**src/rtl/regfile_mp.sv**
```systemverilog
// Multi-port integer register file: NRD combinational read ports, two write ports, busy scoreboard.
// Optional feature: define REGFILE_BYPASS_EN for same-cycle write-to-read and busy-clear forwarding.
module regfile_mp #(
  parameter int unsigned XLEN = 32,
  parameter int unsigned NREG = 32,
  parameter int unsigned AW   = 5,
  parameter int unsigned NRD  = 3
) (
  input  logic                clk,
  input  logic                rst,
  input  logic                we_a,
  input  logic [AW-1:0]       waddr_a,
  input  logic [XLEN-1:0]     wdata_a,
  input  logic                we_b,
  input  logic [AW-1:0]       waddr_b,
  input  logic [XLEN-1:0]     wdata_b,
  input  logic [NRD*AW-1:0]   raddr,
  output logic [NRD*XLEN-1:0] rdata,
  output logic [NRD-1:0]      rbusy,
  input  logic                iss_valid,
  input  logic [AW-1:0]       iss_rd,
  output logic                iss_ready,
  output logic [NREG-1:0]     busy_vec
);

  logic [XLEN-1:0] regs_q [NREG] = '{default: '0};
  logic [NREG-1:0] busy_q = '0;
  logic [NREG-1:0] busy_d;
  logic [NREG-1:0] wsel_a, wsel_b, iss_sel;
  logic [NREG-1:0] busy_view;

  // One-hot selects; entry 0 is never selected so x0 stays zero and never busy.
  always_comb begin
    wsel_a  = '0;
    wsel_b  = '0;
    iss_sel = '0;
    for (int r = 1; r < NREG; r++) begin
      wsel_a[r]  = we_a && (waddr_a == AW'(r));
      wsel_b[r]  = we_b && (waddr_b == AW'(r));
      iss_sel[r] = iss_valid && (iss_rd == AW'(r));
    end
  end

  // A new issue claims the register even if its old producer writes back now.
  assign busy_d = iss_sel | (busy_q & ~(wsel_a | wsel_b));

`ifdef REGFILE_BYPASS_EN
  assign busy_view = busy_q & ~((wsel_a | wsel_b) & ~iss_sel);
`else
  assign busy_view = busy_q;
`endif

  always_ff @(posedge clk) begin
    if (!rst) begin
      busy_q <= '0;
      for (int r = 0; r < NREG; r++) begin
        regs_q[r] <= '0;
      end
    end else begin
      busy_q <= busy_d;
      for (int r = 1; r < NREG; r++) begin
        if (wsel_b[r]) begin
          regs_q[r] <= wdata_b;
        end else if (wsel_a[r]) begin
          regs_q[r] <= wdata_a;
        end
      end
    end
  end

  always_comb begin
    logic [AW-1:0] ra;
    ra    = '0;
    rdata = '0;
    rbusy = '0;
    for (int k = 0; k < NRD; k++) begin
      ra = raddr[k*AW +: AW];
      if ((ra != '0) && (32'(ra) < NREG)) begin
        rdata[k*XLEN +: XLEN] = regs_q[ra];
        rbusy[k]              = busy_view[ra];
`ifdef REGFILE_BYPASS_EN
        if (wsel_b[ra]) begin
          rdata[k*XLEN +: XLEN] = wdata_b;
        end else if (wsel_a[ra]) begin
          rdata[k*XLEN +: XLEN] = wdata_a;
        end
`endif
      end
    end
  end

  always_comb begin
    iss_ready = 1'b1;
    if ((iss_rd != '0) && (32'(iss_rd) < NREG)) begin
      iss_ready = ~busy_view[iss_rd];
    end
  end

  assign busy_vec = busy_q;

endmodule

```
**config.mk**
```make
export PLATFORM = sky130hd
export DESIGN_NAME = regfile_mp
export DESIGN_NICKNAME = d
export VERILOG_FILES = /design/src/rtl/regfile_mp.sv
export SDC_FILE = /design/constraint.sdc
export NUM_CORES = 2
export LEC_CHECK = 0
export ABC_AREA = 0
export CORE_MARGIN = 4
export CORE_UTILIZATION = 25
export CTS_CLUSTER_SIZE = 28
export DETAILED_ROUTE_END_ITERATION = 12
export GPL_TIMING_DRIVEN = 1
export HOLD_SLACK_MARGIN = 0.08
export PLACE_DENSITY_LB_ADDON = 0.12
export SLEW_MARGIN = 20
export SYNTH_ARGS = -nofsm -noshare
export SYNTH_HDL_FRONTEND = slang
export SYNTH_SLANG_ARGS = --single-unit
```
**constraint.sdc**
```tcl
create_clock -name clk -period 3.8 [get_ports clk]
set_input_delay 0.95 -clock clk [delete_from_list [all_inputs] [get_ports clk]]
set_output_delay 0.95 -clock clk [all_outputs]
set_load 0.01 [all_outputs]
```
=== After elaboration in Yosys (flattened, before gate mapping) ===
Memories as Yosys holds them, arrays and structs flattened.
Index checks and enable logic that the tools add are counted.

* $add $sub $neg: 0
* $mul: 0
* Div/mod/pow operators: 0
* Order comparisons: 4
* Eq/ne operators: 93
* Shift-type cells: 0
* Mux-type cells: 295
* Bitwise operators: 67
* Reduce and logical (&&, ||, !) cells: 97

{| class="wikitable"
|+ Operator list
! operator !! count
|-
| $mux 32 || 65
|-
| $eq 5x5->1 const B || 48
|-
| $mux 1 || 226
|-
| $eq 5x4->1 const B || 24
|-
| $logic_and 1x1->1 || 93
|-
| $or 32x32->32 || 2
|-
| $or 1x1->1 || 62
|-
| $eq 5x3->1 const B || 12
|-
| $and 32x32->32 || 1
|-
| $not 32->32 || 1
|-
| $eq 5x2->1 const B || 6
|-
| $lt 5x6->1 const B || 4
|-
| $bmux 1 s5 || 4
|-
| $reduce_bool 5->1 || 4
|-
| $eq 5x1->1 const B || 3
|-
| $not 1->1 || 1
|}

* Register bits after elaboration: 32
* Latch bits: 0
* RAM bits: 1024
* ROM bits: 0
* Bits of input ports: 99
* Output and inout port bits: 132
* Memories kept: 1

{| class="wikitable"
|+ Memories
! name !! words !! width !! read ports !! clocked after Yosys merged registers in !! write ports !! line !! RTL
|-
| regs_q || 32 || 32 || 3 || 0 || 32 || 26 || <nowiki>logic [XLEN-1:0] regs_q [NREG] = '{default: '0};</nowiki>
|}

=== Logic depth before layout (Yosys ltp) ===
* Depth in word-level cells: 7
* Depth in mapped cells: 9

=== Worst setup path before layout ===
OpenSTA, ideal clock, no wires.

* Path kind: input port to flip-flop
* Start: input waddr_a[4]
* End: memory regs_q[22][0], enable pin
* Setup time: 438 ps
* Arrival time: 3324 ps
* Path slack: 38 ps
* Stages: 3
* Path buffers: 1
* Path through: clkbuf_1 nand4b_1 o221ai_1

{| class="wikitable"
|+ RTL lines
! item !! line !! RTL
|-
| start: declaration || 12 || <nowiki>input logic [AW-1:0] waddr_a,</nowiki>
|-
| end: declaration || 26 ||
|}

=== Worst setup path in the final report ===
* Start: input raddr[10]
* End: output rdata[75]

* Longest elaborated chain between the ends: 2
* Elaborated cells between the ends (all ways): 3

{| class="wikitable"
|+ Ends and longest elaborated chain
! item !! line !! RTL
|-
| start: declaration || 17 || <nowiki>input logic [NRD*AW-1:0] raddr,</nowiki>
|-
| $mem_v2 32x32 / $reduce_bool 5->1 (equally long branches) || -- ||
|-
| $mux 32 * || 78 || <nowiki>if ((ra != '0) && (32'(ra) < NREG)) begin</nowiki>
|-
| end: declaration || 18 || <nowiki>output logic [NRD*XLEN-1:0] rdata,</nowiki>
|}

Mark *: on every way between the ends. The rest lies on a longest branch, timed or not.

==> flow_summary.yaml <==
run_status:
  status: "complete, but fails checks"
  violations: "setup timing"
grt:
  first_global_vias: 58420
  grt_remaining_overflow: 0
  track_usage: 0.3059
  grt_max_degree: 47
  grt_pass1_wl_mm: 572.2
  antenna_found_initial: 55
drt:
  detail-route-antenna-nets: 0
  drc: 0
  wl_per_cell_microns: 44.41
  dr.pass1.iters: 5
  drtIter0Drc: 8989
  vias: 61030
  finalWirelength_mm: 439.4
  vias_per_cell: 6.168
clock_network:
  clk_path_buf_depth: 3
  worst_skew_pair.late_latency_ps: 800
  cts_htree_levels: 4
  clockRootBuffer: "clkbuf_16"
  cts_tree: "done"
  clock-sinks: 1023
  cts_buffers: 137
  cts.clk_slew.worst_paths_ps: 60
worst_setup_path:
  crit_path_end_kind: "primary output"
  regToRegStartpoint: "busy_vec[2]"
  cpPeakStageDelay_ps: 530
  r2r_setup_slack_ps: 2890
  slowest_stage: "mux4_2"
  crit_start: "raddr[10]"
  path_class: "in2out"
  arrival_ps: 3070
  path_cells: "buf_16 > buf_12 > buf_12 > buf_16 > mux4_2 > mux4_2 > mux2_4 > buf_6"
  required_ps: 2850
  reg2regPathDepth: 2
  worstPathMaxFanout: 6
  worst_setup_path_start_kind: "input pin"
  r2r-end: "busy_vec[2]"
synth:
  yosysWarnings: 0
  synth_top_family_by_area: "multiplexers"
  synth_top_cell_by_area: "edfxtp_1"
  synthSimpleGateAreaFrac: 0.06807
  synthDistinctLibCells: 73
  synth_mux_area_frac: 0.2843
  synth_enable_flop_cells: 992
  async_flop_share: 0
  ys_seq_elements: 1023
  syn_avg_cell_area_sq_um: 12.61
  synthesis.area_sq_um: 67790
  ys.flop_type: "edfxtp_1"
  ys_top_cells_by_area: "edfxtp_1 (44%), mux4_2 (23%), o21ai_0 (4.2%)"
  synth_compound_area_frac: 0.1550
  synthAdderAreaFrac: 0
  ys_seq_area_frac: 0.4486
  syn_nets: 5477
  synth_top_area_frac: 0.4394
  synth_xor_area_frac: 0
  syn_inst: 5378
  yosysMostFrequentCell: "edfxtp_1"
  synth_commonest_cells: "edfxtp_1 (992), nand2_1 (726), mux4_2 (697)"
timing:
  fin_setup_tns_ps: -3904
  finalHoldViolations: 0
  tightest_slew_ps: 1282
  setup_viol: 56
  final.setup_skew_ps: 0
  drv_slew: 0
  min_period_ps: 4021
  slew_headroom: 0.1426
  fmax_mhz: 248.7
  fin_crit_sh: 1.058
  grt_setup_unrepaired: "true"
  finalWorstSetupSlack_ps: -220.6
power:
  switching_power_w: 0.01131
  p_seq_frac: 0.383
  power_density_nw_per_um2: 390.8
  ir_drop_mv: 0.4551
  leakage_nw: 32.22
  p_int_w: 0.02533
  clkPwrFrac: 0.378
  fin_total_pwr_w: 0.03665
  p_comb_frac: 0.239
  swShare: 0.3087
final_layout:
  syn_to_final_growth_pct: 38.33
  drive_gt1_frac: 0.4319
  layout.nets: 6305
  stdcell_count: 9894
  fillers: 26080
  design_area_sq_um: 93770
placed_design:
  port_buffers: 229
  placed_cells: 9327
  routabilityCongestion: 0.9023
  dp_slack_ps: -797.1
  dpl.hpwl_mm: 288.9
  post_dp_cell_area_sq_um: 82340
floorplanning:
  die_x_microns: 528.7
  dieArea_sq_um: 279600
  coreArea_sq_um: 268900
  start_util: 0.2521
  pin_count: 231
  dieHeight_microns: 528.7
  num_rows: 190
hold_path:
  hold_end: "busy_vec[12]"
  hold_path_class: "reg2reg"
  hold_path_depth: 2
  hp-start: "busy_vec[12]"
job:
  maxCapViolations: 0
power by group through the flow:
| stage | Combinational, W | Clock, W | Sequential, W |
|---|---|---|---|
| after floorplan | 0.00360 | 0 | 0.0139 |
| after CTS | 0.00846 | 0.0140 | 0.0140 |
| after detailed placement | 0.00753 | 0 | 0.0142 |
| after global routing | 0.00890 | 0.0144 | 0.0141 |
| final | 0.00875 | 0.0139 | 0.0140 |
| after global placement | 0.00755 | 0 | 0.0142 |
timing repair:
item / in CTS / in global routing
hold buffers: 0 / 0
gates resized for setup: 957 / 218
pin swaps: 157 / 137
buffers inserted: 232 / 65
endpoints found under the setup margin: 100 / 92
cloned: 47 / 5
layout by cell type (no fill, tap or decap), types with 21 or more instances in the layout:
master | netlist | routed
a211o_1 | 60 | 37
a21boi_1 | 29 | 23
a21boi_2 | 0 | 30
a21oi_1 | 23 | 23
a22o_1 | 287 | 287
a22oi_1 | 185 | 80
a22oi_2 | 0 | 105
and2_1 | 59 | 41
buf_12 | 0 | 359
buf_16 | 0 | 69
buf_2 | 136 | 28
buf_4 | 5 | 606
buf_6 | 9 | 141
buf_8 | 0 | 50
clkbuf_1 | 480 | 31
clkbuf_16 | 0 | 142
clkdlybuf4s50_1 | 0 | 111
clkinv_2 | 0 | 21
dfxtp_1 | 31 | 31
diode_2 | 0 | 24
edfxtp_1 | 992 | 992
inv_1 | 30 | 29
mux2_2 | 196 | 184
mux2i_1 | 137 | 121
mux4_2 | 697 | 697
nand2_1 | 726 | 710
nand3_1 | 33 | 27
nor2_1 | 159 | 148
nor2b_1 | 38 | 24
o21ai_0 | 570 | 547
o21ai_1 | 72 | 92
o221a_1 | 30 | 30
o22ai_1 | 59 | 51
worst max-delay path by stage:
stage | end | slack, ps | depth (start not counted)
global placement | rdata[26] | -840 | 10
CTS | rdata[67] | -200 | 8
finish | rdata[75] | -220 | 8
global route | rdata[67] | -210 | 8
detailed placement | rdata[87] | -800 | 8
floorplan | regs_q[22][0] | 40 | 3
metal layers:
layer,vias up,track usage,routed length (microns)
met5,-,0,48
met4,8,0.1427,22990
met3,855,0.08524,47510
met2,4407,0.4452,187900
met1,32420,0.4196,180900
li1,23340,-,-
sequential cells by signal (all words and copies together) (netlist names):
register and count:
busy_vec 31, regs_q 992
cell families after synthesis:
kind of cell           count (synthesis)
AOI/OAI and AO/OA                   1518
and+or+nand+nor                     1081
muxes                               1030
DFF                                 1023
buffers and inverters                725
other                                  1
area by class of cell:
| cell class | count | area (sq um) | share of cell area |
|---|---|---|---|
| inverter | 31 | 116.4 | 0.001241 |
| antenna | 24 | 60.06 | 0.0006405 |
| clock inverter | 81 | 1069 | 0.01139 |
| sequential | 1023 | 30410 | 0.3243 |
| multi-input combinational | 3630 | 36500 | 0.3892 |
| timing repair buffer | 1383 | 17600 | 0.1877 |
| clock buffer | 170 | 3572 | 0.03809 |
| tap | 3552 | 4444 | 0.04739 |
per-stage QoR:
stage | utilization | hold WS (ps)
2_1_floorplan | - | 512.3
3_3_place_gp | 0.3061 | 525.4
3_5_place_dp | 0.3062 | 530.2
4_1_cts | 0.3454 | 538.4
5_1_grt | 0.3486 | 577.4
6_report | 0.3488 | 545.7
worst max-delay path, delay by kind of cell:
| kind | cells | cell delay, ps |
|---|---|---|
| buf+inv | 5 | 710 |
| mux | 3 | 1330 |
No activity file was read; power rests on OpenSTA's default activity.
